`config.mk`:
```
export PLATFORM = sky130hd
export DESIGN_NAME = seq_pattern_detector
export DESIGN_NICKNAME = d
export VERILOG_FILES = /design/src/rtl/seq_det_pkg.sv /design/src/rtl/seq_pattern_detector_sat_counter.sv /design/src/rtl/seq_pattern_detector.sv
export SDC_FILE = /design/constraint.sdc
export NUM_CORES = 1
export LEC_CHECK = 0
export ABC_AREA = 0
export ABC_CLOCK_PERIOD_IN_PS = 5640
export BUFFER_PORTS_ARGS = -buffer_cell sky130_fd_sc_hd__buf_2
export CORE_ASPECT_RATIO = 0.8
export CORE_MARGIN = 2
export CORE_UTILIZATION = 25
export DETAILED_ROUTE_END_ITERATION = 7
export HOLD_SLACK_MARGIN = 0.15
export SETUP_SLACK_MARGIN = 0.1
export SLEW_MARGIN = 0
export SYNTH_ARGS = -nofsm -noshare
export SYNTH_HDL_FRONTEND = slang
export SYNTH_SLANG_ARGS = --single-unit
```
`constraint.sdc`:
```
create_clock -name clk -period 5.64 [get_ports clk]
set_clock_uncertainty 0.05 [all_clocks]
set_input_delay 0.282 -clock clk [delete_from_list [all_inputs] [get_ports clk]]
set_output_delay 0.282 -clock clk [all_outputs]
set_load 0.01 [all_outputs]
```
`src/rtl/seq_det_pkg.sv`:
```
// Shared types and constants for the serial pattern detector.
package seq_det_pkg;

    typedef enum logic [1:0] {
        ST_DISABLED = 2'd0,
        ST_FILLING  = 2'd1,
        ST_ARMED    = 2'd2
    } state_t;

    // Width needed to hold a length value in 0..max_len.
    function automatic int len_width(input int max_len);
        return $clog2(max_len + 1);
    endfunction

    localparam int          DEF_MAX_LEN   = 8;
    localparam int          DEF_CNT_W     = 8;
    localparam logic [31:0] DEF_PATTERN_C = 32'h0000_0004;
    localparam int          DEF_LEN_C     = 3;
    localparam bit          DEF_OVERLAP_C = 1'b1;

endpackage

```
`src/rtl/seq_pattern_detector_sat_counter.sv`:
```
// Saturating up-counter with a clear that wins over an increment.
module sat_counter #(
    parameter int W = 8
) (
    input  logic         clk,
    input  logic         reset,
    input  logic         inc,
    input  logic         clr,
    output logic [W-1:0] count
);

    logic [W-1:0] r_count;

    // Count up on inc, hold at all-ones, clear takes priority.
    always_ff @(posedge clk or posedge reset) begin
        if (reset) begin
            r_count <= '0;
        end else if (clr) begin
            r_count <= '0;
        end else if (inc && (r_count != {W{1'b1}})) begin
            r_count <= r_count + 1'b1;
        end
    end

    assign count = r_count;

endmodule

```
`src/rtl/seq_pattern_detector.sv`:
```
// Serial bit-pattern detector with programmable pattern/length,
// overlap control and a saturating match tally.
module seq_pattern_detector
    import seq_det_pkg::*;
#(
    parameter int                 MAX_LEN     = DEF_MAX_LEN,
    parameter int                 CNT_W       = DEF_CNT_W,
    parameter logic [MAX_LEN-1:0] DEF_PATTERN = MAX_LEN'(DEF_PATTERN_C),
    parameter int                 DEF_LEN     = DEF_LEN_C,
    parameter bit                 DEF_OVERLAP = DEF_OVERLAP_C,
    localparam int                LEN_W       = len_width(MAX_LEN)
) (
    input  logic               clk,
    input  logic               reset,
    input  logic               in_valid,
    input  logic               serial_in,
    input  logic               cfg_load,
    input  logic [MAX_LEN-1:0] cfg_pattern,
    input  logic [LEN_W-1:0]   cfg_len,
    input  logic               cfg_overlap,
    input  logic               cnt_clear,
    output logic               match,
    output logic [CNT_W-1:0]   match_count,
    output logic               armed,
    output logic               cfg_err
);

    state_t             r_state;
    logic [MAX_LEN-1:0] r_hist;
    logic [MAX_LEN-1:0] r_pattern;
    logic [LEN_W-1:0]   r_fill;
    logic [LEN_W-1:0]   r_len;
    logic               r_overlap;
    logic               r_cfg_err;
    logic               r_match;

    logic [MAX_LEN-1:0] w_hist_next;
    logic [MAX_LEN-1:0] w_mask;
    logic [LEN_W-1:0]   w_fill_next;
    logic               w_cfg_ok;
    logic               w_accept;
    logic               w_full;
    logic               w_hit;
    logic [CNT_W-1:0]   w_count;

    // A load wins over a bit in the same cycle; a disabled detector ignores bits.
    assign w_cfg_ok    = (cfg_len != '0) && (cfg_len <= LEN_W'(MAX_LEN));
    assign w_accept    = in_valid && !cfg_load && (r_state != ST_DISABLED);
    assign w_hist_next = {r_hist[MAX_LEN-2:0], serial_in};
    assign w_fill_next = (r_fill >= LEN_W'(MAX_LEN)) ? r_fill : r_fill + 1'b1;
    assign w_full      = (w_fill_next >= r_len);

    // Select the low len bits of the window; pattern bits above are don't-care.
    always_comb begin
        w_mask = '0;
        for (int i = 0; i < MAX_LEN; i++) begin
            w_mask[i] = (i < int'(r_len));
        end
    end

    assign w_hit = w_accept && w_full && (((w_hist_next ^ r_pattern) & w_mask) == '0);

    // Config latch, history shift, fill tracking and state machine.
    always_ff @(posedge clk or posedge reset) begin
        if (reset) begin
            r_state   <= ST_FILLING;
            r_hist    <= '0;
            r_fill    <= '0;
            r_pattern <= DEF_PATTERN;
            r_len     <= LEN_W'(DEF_LEN);
            r_overlap <= DEF_OVERLAP;
            r_cfg_err <= 1'b0;
            r_match   <= 1'b0;
        end else begin
            r_match <= w_hit;
            if (cfg_load) begin
                r_pattern <= cfg_pattern;
                r_len     <= cfg_len;
                r_overlap <= cfg_overlap;
                r_hist    <= '0;
                r_fill    <= '0;
                if (w_cfg_ok) begin
                    r_state   <= ST_FILLING;
                    r_cfg_err <= 1'b0;
                end else begin
                    r_state   <= ST_DISABLED;
                    r_cfg_err <= 1'b1;
                end
            end else if (w_accept) begin
                r_hist <= w_hist_next;
                if (w_hit && !r_overlap) begin
                    // Non-overlap: the completing bit never starts the next match.
                    r_fill  <= '0;
                    r_state <= ST_FILLING;
                end else begin
                    r_fill  <= w_fill_next;
                    r_state <= w_full ? ST_ARMED : ST_FILLING;
                end
            end
        end
    end

    sat_counter #(
        .W (CNT_W)
    ) u_cnt (
        .clk   (clk),
        .reset (reset),
        .inc   (w_hit),
        .clr   (cnt_clear),
        .count (w_count)
    );

    assign match       = r_match;
    assign match_count = w_count;
    assign armed       = (r_state == ST_ARMED);
    assign cfg_err     = r_cfg_err;

endmodule

```
; ---- After elaboration in Yosys (flattened, before gate mapping)
; Index checks and enable logic that the tools add are counted.
; Widths: inputs -> output; s select.
[word_totals]
regBits = 36
inputBits = 19
out_inout_bits = 11
wordCells = 54
[op_classes]
addsub = 2
magnitude_cmp = 11
eq_ne = 2
mux = 14
n_bitwise = 2
reduce_logical = 14
[op_table]
columns = operator, count
row1 = $lt 3x4->1 const A, 4
row2 = $mux 4, 4
row3 = $mux 8, 2
row4 = $mux 7, 2
row5 = $add 8x1->8 const B, 1
row6 = $and 8x8->8, 1
row7 = $logic_not 8->1, 1
row8 = $lt 1x4->1 const A, 2
row9 = $lt 2x4->1 const A, 2
row10 = $mux 2, 4
row11 = $ne 8x8->1 const B, 1
row12 = $xor 8x8->8, 1
row13 = $logic_and 1x1->1, 7
row14 = $reduce_bool 2->1, 3
row15 = $add 4x1->4 const B, 1
row16 = $ge 4x4->1, 1
row17 = $ge 4x4->1 const B, 1
row18 = $le 4x4->1 const B, 1
row19 = $reduce_bool 4->1, 1
row20 = $eq 2x2->1 const B, 1
row21 = $logic_not 1->1, 2
row22 = $mux 1, 2

; ---- Logic depth before layout (Yosys ltp)
[depth]
word_depth = 9
ltp_mapped = 10
mapped_depth_nobuf = 9

; ---- Cells and area by module
; Synthesis repeated with hierarchy kept, for this count alone.
[hier_totals]
cells_unflattened = 177
hier_area_um2 = 1929.4
[modules_own_cells]
columns = module, instances, cells_per_inst, area_per_inst_um2, seq_area_each_um2
row1 = seq_pattern_detector, 1, 128, 1425.1, 706.9
row2 = sat_counter, 1, 49, 504.2, 200.2

; ---- Least setup slack after synthesis
; No wires, ideal clock.
[synth_path]
kind = reg2reg
from = reg r_fill[0]
to = reg u_cnt.r_count[0] (netlist: u_cnt.count[0])
setup_ps = 125
arrival_time_ps = 2354
required_time_ps = 5465
setup_slack_ps = 3111
stages_incl_launch_ff = 10
n_path_buf = 1
period_less_slack_ps = 2529
path_cell_list = dfrtp_1 > inv_1 > ha_1 > mux2_2 > ha_1 > a2111o_1 > nand3_1 > buf_2 > nor3b_1 > mux2_2
[synth_via]
elab_chain_len = 7
elab_cells_between_ends = 8
cone_classes = add/sub: 1 / order compare: 2 / mux: 1 / reduce/logical: 4
[synth_rtl]
columns = item, line
row1 = from (decl), seq_pattern_detector.sv:31  ; logic [LEN_W-1:0] r_fill;
row2 = from (signal assigned), seq_pattern_detector.sv:96  ; r_fill <= w_fill_next;
row3 = $add 4x1->4 / $ge 4x4->1 (equally long branches), seq_pattern_detector.sv:50  ; assign w_fill_next = (r_fill >= LEN_W'(MAX_LEN)) ? r_fill : r_fill + 1'b1;
row4 = $mux 4 *, seq_pattern_detector.sv:50
row5 = $ge 4x4->1 *, seq_pattern_detector.sv:51  ; assign w_full = (w_fill_next >= r_len);
row6 = $logic_and 1x1->1 * (2 in series), seq_pattern_detector.sv:61  ; assign w_hit = w_accept && w_full && (((w_hist_next ^ r_pattern) & w_mask) == '0);
row7 = $logic_and 1x1->1 *, seq_pattern_detector_sat_counter.sv:20  ; end else if (inc && (r_count != {W{1'b1}})) begin
row8 = $reduce_bool 2->1 (no line) *, --
row9 = to (signal assigned), seq_pattern_detector_sat_counter.sv:21  ; r_count <= r_count + 1'b1;
row10 = to (decl), seq_pattern_detector_sat_counter.sv:12  ; logic [W-1:0] r_count;
; Mark *: on every way between the ends. The rest lies on a longest branch, timed or not.
; A chain may end at the register's enable or synchronous reset.

; ---- Worst setup path after layout
[layout_path]
from = reg r_fill[0]
to = reg r_state[1]
[layout_via]
elab_chain_len = 9
elab_cells_between_ends = 11
cone_classes = add/sub: 1 / order compare: 2 / mux: 5 / reduce/logical: 3
[layout_rtl]
columns = item, line
row1 = $add 4x1->4 / $ge 4x4->1 (equally long branches), seq_pattern_detector.sv:50
row2 = $mux 4 *, seq_pattern_detector.sv:50
row3 = $ge 4x4->1 *, seq_pattern_detector.sv:51
row4 = $logic_and 1x1->1 (2 in series), seq_pattern_detector.sv:61
row5 = $logic_and 1x1->1, seq_pattern_detector.sv:91  ; if (w_hit && !r_overlap) begin
row6 = $mux 2 *, seq_pattern_detector.sv:91
row7 = $mux 2 *, seq_pattern_detector.sv:89  ; end else if (w_accept) begin
row8 = $mux 2 *, seq_pattern_detector.sv:76  ; if (cfg_load) begin
row9 = to (signal assigned), seq_pattern_detector.sv:97  ; r_state <= w_full ? ST_ARMED : ST_FILLING;
row10 = to (decl), seq_pattern_detector.sv:28  ; state_t r_state;
; Mark *: on every way between the ends. The rest lies on a longest branch, timed or not. The select of a mux whose other input is x is not followed.

==> run metrics <==
status=complete, no violations; Mapped Nets=219; Async S/R FF share, synth=100.0%; Mapped Cells=193; Clk pin slew, worst setup/hold paths=80 ps; Critical Path End Type=flop; clock sinks=36; Placer Congestion=0.7830; Core ar.=~7500 um2; CTS resizes=0; port bufs=29; DRC=0; pin count of the biggest net entering global routing=37; worst hold path depth=2; share of the synthesized area in the top cell type=between 40% and 50%; Vias/cell=4.634; Routed Antenna Nets=0; Hold Crit Class=input port to flop; Placement Cell Area=2182 um2; Reg2Reg Capture Point=r_state[1]$_DFFE_PP0P_; Final Max Tran Viols=0; drt pass-1 iters=4; Worst VDD drop=roughly 0.11 mV; crit path max fanout=12; Max-slew headroom=38.92%; Worst Max-Slew Pin Slew=916.2 ps; Setup CP Type=flop to flop; Max Buffers Root-to-Sink=2; num rows=28; final setup fails=0; Final Cell Area=2285 um2; final wirelength=about 4200 um; area grow syn2layout=17.96%; H-tree depth=2; Die Height=82.73 um; share of cells above drive strength 1=27.35%; register area share after synthesis=46.83%; Die ar.=8472 um2; count of final hold-check violations=0; Post-CTS Hold Fix Bufs=1; Ports=30; Total GRT Usage=about a tenth; final worst path period need=2974 ps; Fmax=0.3363 GHz; Worst Hold End=r_state[1]$_DFFE_PP0P_; Horiz. Die Dim=102.4 um; Final period util=between 50% and 60%; reg2reg path depth=8; Yosys top cell by area=dfrtp_1; RSZ-0062 raised after global routing=false; number of synthesized flops with an enable pin=0; Max Cap Viol=0; clock tree root driver cell=clkbuf_8; LEAKAGE=0.9891 nW; # nets final=248; Syn Area/Cell=10.04 um2; first-pass GRT wire length=6962 um; crit path DAT=a little over 3000 ps; total global routing overflow=0; clk_lat worst skew=roughly 280 ps; Min Hold Slack=159.2 ps; CTS tree=built; initial antenna violation count=0; reg2reg setup slack=2670 ps; Synthesis Warnings=0; synth top area cells=dfrtp_1 (40%), mux2_2 (8.1%), dfstp_2 (6.8%), ha_1 (4.5%), nand2_1 (4.5%); type of origin of the critical path=flop; Final HPWL DP=slightly below 3000 um; vias in the first global route=1,415; starting density of the core=approximately 26%; R2R Path Start=r_fill[0]$_DFFE_PP0P_; most common cell after layout, fill and taps aside=dfrtp_1; Routed WL per cell=12.76 um; critical path required time=5720 ps; Hold Startpoint=in_valid; #FFs+latches synth=36; most frequent cells in the layout=dfrtp_1 (31), buf_2 (29), nand2_1 (23), mux2_2 (14), a21oi_1 (11); post-route setup TNS=0 ps; count of cell types in the netlist=41; Top FF cell, synth=dfrtp_1; post-synthesis cell area=1937 um2; Vias=approximately 1,500; pwr dens=244.0 nW/um2; CTS Buf Count=5; Ant. Diodes=0; Post-CTS Setup Bufs=0; DR iter-0 viols=89
==> worst max path at each step <==
stage / cells past startpoint / endpoint / from
floorplan: 9 / u_cnt.count[0]$_DFFE_PP0P_ / r_fill[0]$_DFFE_PP0P_
global placement: 8 / r_fill[1]$_DFFE_PP0P_ / r_fill[0]$_DFFE_PP0P_
detailed placement: 8 / u_cnt.count[6]$_DFFE_PP0P_ / r_fill[0]$_DFFE_PP0P_
CTS: 8 / r_state[1]$_DFFE_PP0P_ / r_fill[0]$_DFFE_PP0P_
global route: 8 / r_state[1]$_DFFE_PP0P_ / r_fill[0]$_DFFE_PP0P_
finish: 8 / r_state[1]$_DFFE_PP0P_ / r_fill[0]$_DFFE_PP0P_
==> final cells by class <==
class | count | area, um2
clock buffer | 6 | 82.58
fill | 780 | 5177
multi-input combinational | 138 | 949.7
timing repair buffer | 32 | 170.2
sequential | 36 | 907.1
inverter | 9 | 33.78
tap | 105 | 131.4
clock inverter | 2 | 10.01
==> synth_stat cells, drive strengths merged (7+ instances only) <==
master  instances
inv             9
o21ai           8
a21oi          11
nand2          23
dfrtp          31
nand3           8
xor2            8
nor2            8
ha              7
clkbuf          7
mux2           14
==> power by group <==
| group | switching (mW) | internal [mW] | total, mW |
|---|---|---|---|
| clock | 0.0940 | 0.0976 | 0.192 |
| combinational | 0.0427 | 0.0339 | 0.0767 |
| sequential | 0.0145 | 0.275 | 0.289 |
| total | 0.151 | 0.406 | 0.558 |
==> worst max-delay path, stage by stage, from the launching register on <==
cell and delay (ps):
dfrtp_1 470, inv_1 70, ha_1 290, mux2_2 280, ha_1 290, a2111o_1 170, nand3_1 320, nor3_1 690
o32ai_1 190
==> flip-flops by register name, indices dropped and copies added (netlist names) <==
register and count:
r_pattern 8, cfg_err 1, r_hist 7, u_cnt.count 8
r_state 2, r_overlap 1, match 1, r_len 4
r_fill 4
==> cells by family after synthesis <==
logic type,share of synthesized area [%]
AO/OA/AOI/OAI,12.92
XOR/XNOR,4.975
adder cells (fa/ha/maj),4.522
buffers and inverters,4.134
flip-flops,46.83
multiplexers,8.656
AND/OR/NAND/NOR,17.96
==> layer usage <==
layer / part of all wire [%] / GRT usage (%) / vias to the layer above
li1: - / - / 746
met1: 50 / 15.13 / 733
met2: 44 / 15.79 / 39
met3: 4.9 / 2.694 / 2
met4: 0.74 / 2.800 / 0
met5: 0 / 0 / -
==> per-stage QoR <==
step	instances	total power [mW]	worst slack (ps)	util, %
final	328	0.5575	2666	30.62
after global routing	328	0.5872	2413	30.62
after CTS	328	0.5649	2675	30.62
after detailed placement	319	0.3713	2695	29.24
after global placement	319	0.3681	2821	29.24
after floorplan	193	0.3456	3111	-
(Power assumes the default switching activity.)
